==> config.mk <==
export PLATFORM = sky130hd
export DESIGN_NAME = pipe_adder
export DESIGN_NICKNAME = d
export VERILOG_FILES = /design/src/rtl/pipe_adder_pkg.sv /design/src/rtl/pipe_adder_slice.sv /design/src/rtl/pipe_adder.sv
export SDC_FILE = /design/constraint.sdc
export NUM_CORES = 1
export LEC_CHECK = 0
export ABC_AREA = 1
export CAP_MARGIN = 15
export CORE_MARGIN = 4
export CORE_UTILIZATION = 46
export DETAILED_ROUTE_END_ITERATION = 16
export HOLD_SLACK_MARGIN = 0.1
export PLACE_DENSITY = 0.74
export RECOVER_POWER = 100
export SLEW_MARGIN = 20
export SYNTH_ARGS = -nofsm -noshare
export SYNTH_HDL_FRONTEND = slang
export SYNTH_SLANG_ARGS = --single-unit
==> constraint.sdc <==
create_clock -name clk -period 1.92 [get_ports clk]
set_clock_uncertainty 0.15 [all_clocks]
set_input_delay 0.384 -clock clk [delete_from_list [all_inputs] [get_ports clk]]
set_output_delay 0.384 -clock clk [all_outputs]
set_load 0.05 [all_outputs]
==> src/rtl/pipe_adder_pkg.sv <==
// pipe_adder_pkg: shared defaults, mode codes and flag helpers
// for the pipelined adder and its slices.
package pipe_adder_pkg;

    localparam int ADD_WIDTH_DEF  = 32;
    localparam int ADD_STAGES_DEF = 2;

    localparam logic OP_ADD = 1'b0;
    localparam logic OP_SUB = 1'b1;

    // Signed overflow: like-signed operands yielding a sign flip.
    function automatic logic ovf_of(
        input logic a_msb,
        input logic b_msb,
        input logic s_msb
    );
        return (a_msb == b_msb) && (s_msb != a_msb);
    endfunction

endpackage

==> src/rtl/pipe_adder_slice.sv <==
// pipe_adder_slice: adds slice IDX of A and effective B with the carry
// from the previous stage, then registers the whole bundle onward.
module pipe_adder_slice
    import pipe_adder_pkg::*;
#(
    parameter int WIDTH = ADD_WIDTH_DEF,
    parameter int SW    = ADD_WIDTH_DEF / ADD_STAGES_DEF,
    parameter int IDX   = 0
) (
    input  logic             clk,
    input  logic             rst_n,
    input  logic             load_i,
    input  logic             valid_i,
    input  logic [WIDTH-1:0] a_i,
    input  logic [WIDTH-1:0] b_i,
    input  logic [WIDTH-1:0] sum_i,
    input  logic             c_i,
    output logic             valid_o,
    output logic [WIDTH-1:0] a_o,
    output logic [WIDTH-1:0] b_o,
    output logic [WIDTH-1:0] sum_o,
    output logic             c_o
);

    localparam int LO = IDX * SW;

    logic [SW:0]      part;
    logic [WIDTH-1:0] sum_d;
    logic             valid_q;
    logic             c_q;
    logic [WIDTH-1:0] a_q;
    logic [WIDTH-1:0] b_q;
    logic [WIDTH-1:0] sum_q;

    assign part = {1'b0, a_i[LO +: SW]}
                + {1'b0, b_i[LO +: SW]}
                + {{SW{1'b0}}, c_i};

    // Slices at and above IDX are still zero in sum_i, so OR merges.
    always_comb begin
        sum_d = sum_i | (WIDTH'(part[SW-1:0]) << LO);
    end

    always_ff @(posedge clk or negedge rst_n) begin
        if (!rst_n) begin
            valid_q <= 1'b0;
            a_q     <= '0;
            b_q     <= '0;
            sum_q   <= '0;
            c_q     <= 1'b0;
        end else if (load_i) begin
            valid_q <= valid_i;
            if (valid_i) begin
                a_q   <= a_i;
                b_q   <= b_i;
                sum_q <= sum_d;
                c_q   <= part[SW];
            end
        end
    end

    assign valid_o = valid_q;
    assign a_o     = a_q;
    assign b_o     = b_q;
    assign sum_o   = sum_q;
    assign c_o     = c_q;

endmodule

==> src/rtl/pipe_adder.sv <==
// pipe_adder: STAGES-deep carry-pipelined add/sub with valid/ready
// on both sides and per-stage bubble collapse.
module pipe_adder
    import pipe_adder_pkg::*;
#(
    parameter int WIDTH  = ADD_WIDTH_DEF,
    parameter int STAGES = ADD_STAGES_DEF
) (
    input  logic             clk,
    input  logic             rst_n,
    input  logic             in_valid,
    output logic             in_ready,
    input  logic [WIDTH-1:0] in_a,
    input  logic [WIDTH-1:0] in_b,
    input  logic             in_sub,
    output logic             out_valid,
    input  logic             out_ready,
    output logic [WIDTH-1:0] out_sum,
    output logic             out_carry,
    output logic             out_ovf,
    output logic             out_zero
);

    localparam int SW = WIDTH / STAGES;

    logic [STAGES-1:0]           vld;
    logic [STAGES:0]             rdy;
    logic [STAGES:0][WIDTH-1:0]  a_s;
    logic [STAGES:0][WIDTH-1:0]  b_s;
    logic [STAGES:0][WIDTH-1:0]  sum_s;
    logic [STAGES:0]             c_s;
    logic [2*WIDTH-1:0]          tail_unused;

    assign a_s[0]   = in_a;
    assign b_s[0]   = (in_sub == OP_SUB) ? ~in_b : in_b;
    assign sum_s[0] = '0;
    assign c_s[0]   = in_sub;

    // A stage may load when empty or when its successor takes its data.
    always_comb begin
        rdy         = '0;
        rdy[STAGES] = out_ready;
        for (int k = STAGES - 1; k >= 0; k--) begin
            rdy[k] = !vld[k] || rdy[k+1];
        end
    end

    for (genvar k = 0; k < STAGES; k++) begin : g_stage
        logic pv;
        if (k == 0) begin : g_first
            assign pv = in_valid;
        end else begin : g_next
            assign pv = vld[k-1];
        end

        pipe_adder_slice #(
            .WIDTH (WIDTH),
            .SW    (SW),
            .IDX   (k)
        ) u_slice (
            .clk     (clk),
            .rst_n   (rst_n),
            .load_i  (rdy[k]),
            .valid_i (pv),
            .a_i     (a_s[k]),
            .b_i     (b_s[k]),
            .sum_i   (sum_s[k]),
            .c_i     (c_s[k]),
            .valid_o (vld[k]),
            .a_o     (a_s[k+1]),
            .b_o     (b_s[k+1]),
            .sum_o   (sum_s[k+1]),
            .c_o     (c_s[k+1])
        );
    end

    assign tail_unused = {a_s[STAGES], b_s[STAGES]};

    assign in_ready  = rdy[0];
    assign out_valid = vld[STAGES-1];
    assign out_sum   = sum_s[STAGES];
    assign out_carry = c_s[STAGES];
    assign out_ovf   = ovf_of(a_s[STAGES][WIDTH-1],
                              b_s[STAGES][WIDTH-1],
                              sum_s[STAGES][WIDTH-1]);
    assign out_zero  = (out_sum == '0);

endmodule

==> results.ini <==
[timing]
fin_crit_sh_pct = 109.6
final.setup.tns_ns = -2.056
hold_violations = 0
fin_ws_ns = -0.1839
final_max_slew_viol_count = 0
slew-limit-headroom_pct = 48.41
hold_slack_ns = 0.3247
fmax_mhz = 475.3
layout_min_cycle_time_ns = 2.104
rsz0062_at_grt = yes
worst_slew_pin_slew_ns = 0.7739
setup_viol = 20

[synthesis]
synth_area_leaders = dfrtp_1, nand2_1, ha_1, xnor2_1, inv_1
ys.flop_type = dfrtp_1
synthArstFlopShare_pct = 100.0
ys_seq_area_share_pct = 41.54
synth_area_per_cell_um2 = 7.608
netlist.top_cell.by_area = dfrtp_1
synth_cell_types = 28
syn-num-nets = 783
synthMostInstantiatedCell = nand2_1
synth.top_cell.area_share_pct = 41.54
synth_edf_count = 0
yosysWarnings = 0
ys_top_cells_by_count = nand2_1, dfrtp_1, inv_1
syn_inst = 681
ys_ff_latch = 86
synth_area_um2 = 5181

[min_path]
min_path_type = reg -> reg
hold_depth = 2

[critical_path]
end_kind = register
worst_ep_arrival_time_ns = 2.18
cp-start-kind = input port
crit_top_cell = nand2_1
worstPathCellList = buf_8 -> buf_12 -> buf_12 -> xor2_2 -> ha_1 -> nand2_4 -> inv_4 -> nand2_4 -> buf_4 -> inv_2 -> nand2_2 -> nand2_1 -> nand2_1 -> nand3_2 -> nand2_1
cpPeakStageDelay_ns = 0.39
worstPathMaxFanout = 7
worst-path-stages = 15
slowest_stage = ha_1
cp_num_buf_inv = 6
cp.required_ns = 1.99
setup.worst_path.class = in -> reg
cp_top_family = buffers and inverters
ff2ff_path_depth = 10

[floorplanning]
die_h_um = 114.1
die_x_um = 114.1
core_region_area_um2 = 10940
rows = 38
dieArea_um2 = 13030
io-pin-count = 106
start_util_pct = 47.38

[placed_design]
port-buffer-count = 105
place_ws_ns = -0.5530
dp_hpwl_um = 10760
gp_congestion = 0.9443

[global_route]
grt_usage_pct = 22.84
antenna_found_initial = 0
grt_remaining_overflow = 0
grt_first_pass_wirelength_um = 23850
grt_pass1_vias = 4950
grt_max_degree = 87

[routing]
drt_iter0_markers = 408
drtPass1Iterations = 6
ant_nets = 0
wl_per_cell_um = 16.22
drc = 0
wl_um = 16200
num_vias = 5219
vias_per_cell = 5.224

[finish]
fill_cells = 849
area_delta_synth_final_pct = 50.62
drive_above_1_share_pct = 29.10
nets = 956
diodes = 0
final_core_util_pct = 71.36

[pwr]
p_leak_uw = 0.003868
peakVddDrop_mv = 0.9852
power.switching_uw = 4276
netSwitchingFraction_pct = 46.23
seq_power_share_pct = 30.7
p_clk_share_pct = 17.8
intPower_uw = 4974
pwr-share-comb_pct = 51.5
power.density_nw_per_um2 = 1185

[job]
drv_cap = 0

[clock_network]
cts.sinks = 86
htreeDepth = 3
clk_latency_ns = 0.33
numCtsBuffers = 9
cts.path.max_buffers = 2
cts_root_buf = clkbuf_16
tritoncts = built
clkTransAtPathRegs_ns = 0.07

[outcome]
status = finished, violations left
violations = setup timing

[worst reg2reg max path, delay by kind of cell (launching register included)]
kind / cells / cell delay, ns
buffers and inverters: 2 / 0.16
XOR/XNOR: 1 / 0.18
flip-flops: 1 / 0.38
adder cells (fa/ha/maj): 2 / 0.60
AND/OR/NAND/NOR: 4 / 0.29
AO/OA/AOI/OAI: 1 / 0.23
[cell type report]
cell class	count	area (um2)	share of cell area [%]
Clock buffer	10	239.0	3.062
Clock inverter	6	43.79	0.5612
Inverter	57	216.5	2.774
Multi-Input combinational cell	517	3430	43.95
Sequential cell	86	2152	27.58
Tap cell	140	175.2	2.245
Timing Repair Buffer	183	1548	19.83
[metal layers]
metal,routed length (um),track usage (%),share of wire (%)
met1,7478,34.55,46
met2,7630,34.78,47
met3,914,3.118,5.6
met4,178,5.622,1.1
met5,0,0,0
[state kept, by name, summed over array words and instances, names as in the netlist]
name / count
g_stage.u_slice.sum_o: 48
g_stage.u_slice.a_o: 17
g_stage.u_slice.b_o: 17
g_stage.u_slice.c_o: 2
g_stage.u_slice.valid_o: 2
[path summary, 6_finish.rpt]
path                                              startpoint                           end  slack (ns)
worst max-delay path                                  in_sub   g_stage[0].u_slice.sum_o[9]       -0.18
worst min-delay path            g_stage[0].u_slice.sum_o[10]  g_stage[0].u_slice.sum_o[10]        0.32
worst max register to register        g_stage[0].u_slice.c_o  g_stage[1].u_slice.sum_o[24]       -0.14
worst min register to register  g_stage[0].u_slice.sum_o[10]  g_stage[0].u_slice.sum_o[10]        0.32
max in group asynchronous                              rst_n    g_stage[0].u_slice.a_o[17]        0.48
min in group asynchronous                              rst_n    g_stage[0].u_slice.b_o[25]        0.59
[cell usage in the layout, fill, tap and decap left out, types with 3 or more instances in the layout]
cell / instances
a21oi_1: 17
a21oi_2: 14
buf_12: 6
buf_4: 61
buf_6: 7
clkbuf_1: 11
clkbuf_16: 10
clkbuf_2: 27
clkdlybuf4s50_1: 48
dfrtp_1: 86
dlygate4sd2_1: 12
dlymetal6s2s_1: 4
fa_2: 3
ha_1: 13
ha_2: 5
ha_4: 12
inv_1: 44
inv_2: 11
nand2_1: 237
nand2_2: 25
nand2_4: 10
nand3_1: 17
nand3_2: 11
nand3b_1: 4
nand4_1: 7
nor2_1: 20
nor2_2: 3
nor3_1: 5
nor4_2: 6
o21ai_0: 35
o21ai_1: 7
xnor2_1: 20
xnor2_4: 3
xor2_1: 9
xor2_2: 7
[per-stage QoR]
stage               std cells  power, uW  instance area, um2
floorplan                 681       5407                5271
global placement          952       6918                6730
detailed placement        952       6990                6730
CTS                       977       8915                7266
global route              999       9807                7804
finish                    999       9250                7804
[kinds of logic (layout without fill, tap and decap cells)]
family          count (synthesis)  count (layout)  share of synthesized area, %
fa+ha+maj                      33              33                         8.404
buf+inv                        78             256                         6.230
compound gates                 86              86                         8.742
simple gates                  356             356                         27.99
flops                          86              86                         41.54
xor+xnor                       42              42                         7.100
[timing repair]
item,4_1_cts,5_1_grt
hold endpoints to repair,86,0
pin swaps,63,72
endpoints found under the setup margin,25,27
cloned,0,1
buffers inserted,9,23
hold buffers,1,0
resized for setup,69,113
[power groups by stage]
stage	Sequential (uW)	Combinational, uW	Clock (uW)
after floorplan	3750	1660	0
after global placement	2760	4160	0
after global routing	2900	5130	1770
after detailed placement	2780	4210	0
final	2840	4770	1650
after CTS	2780	4450	1680
No activity file was read; power rests on OpenSTA's default activity.
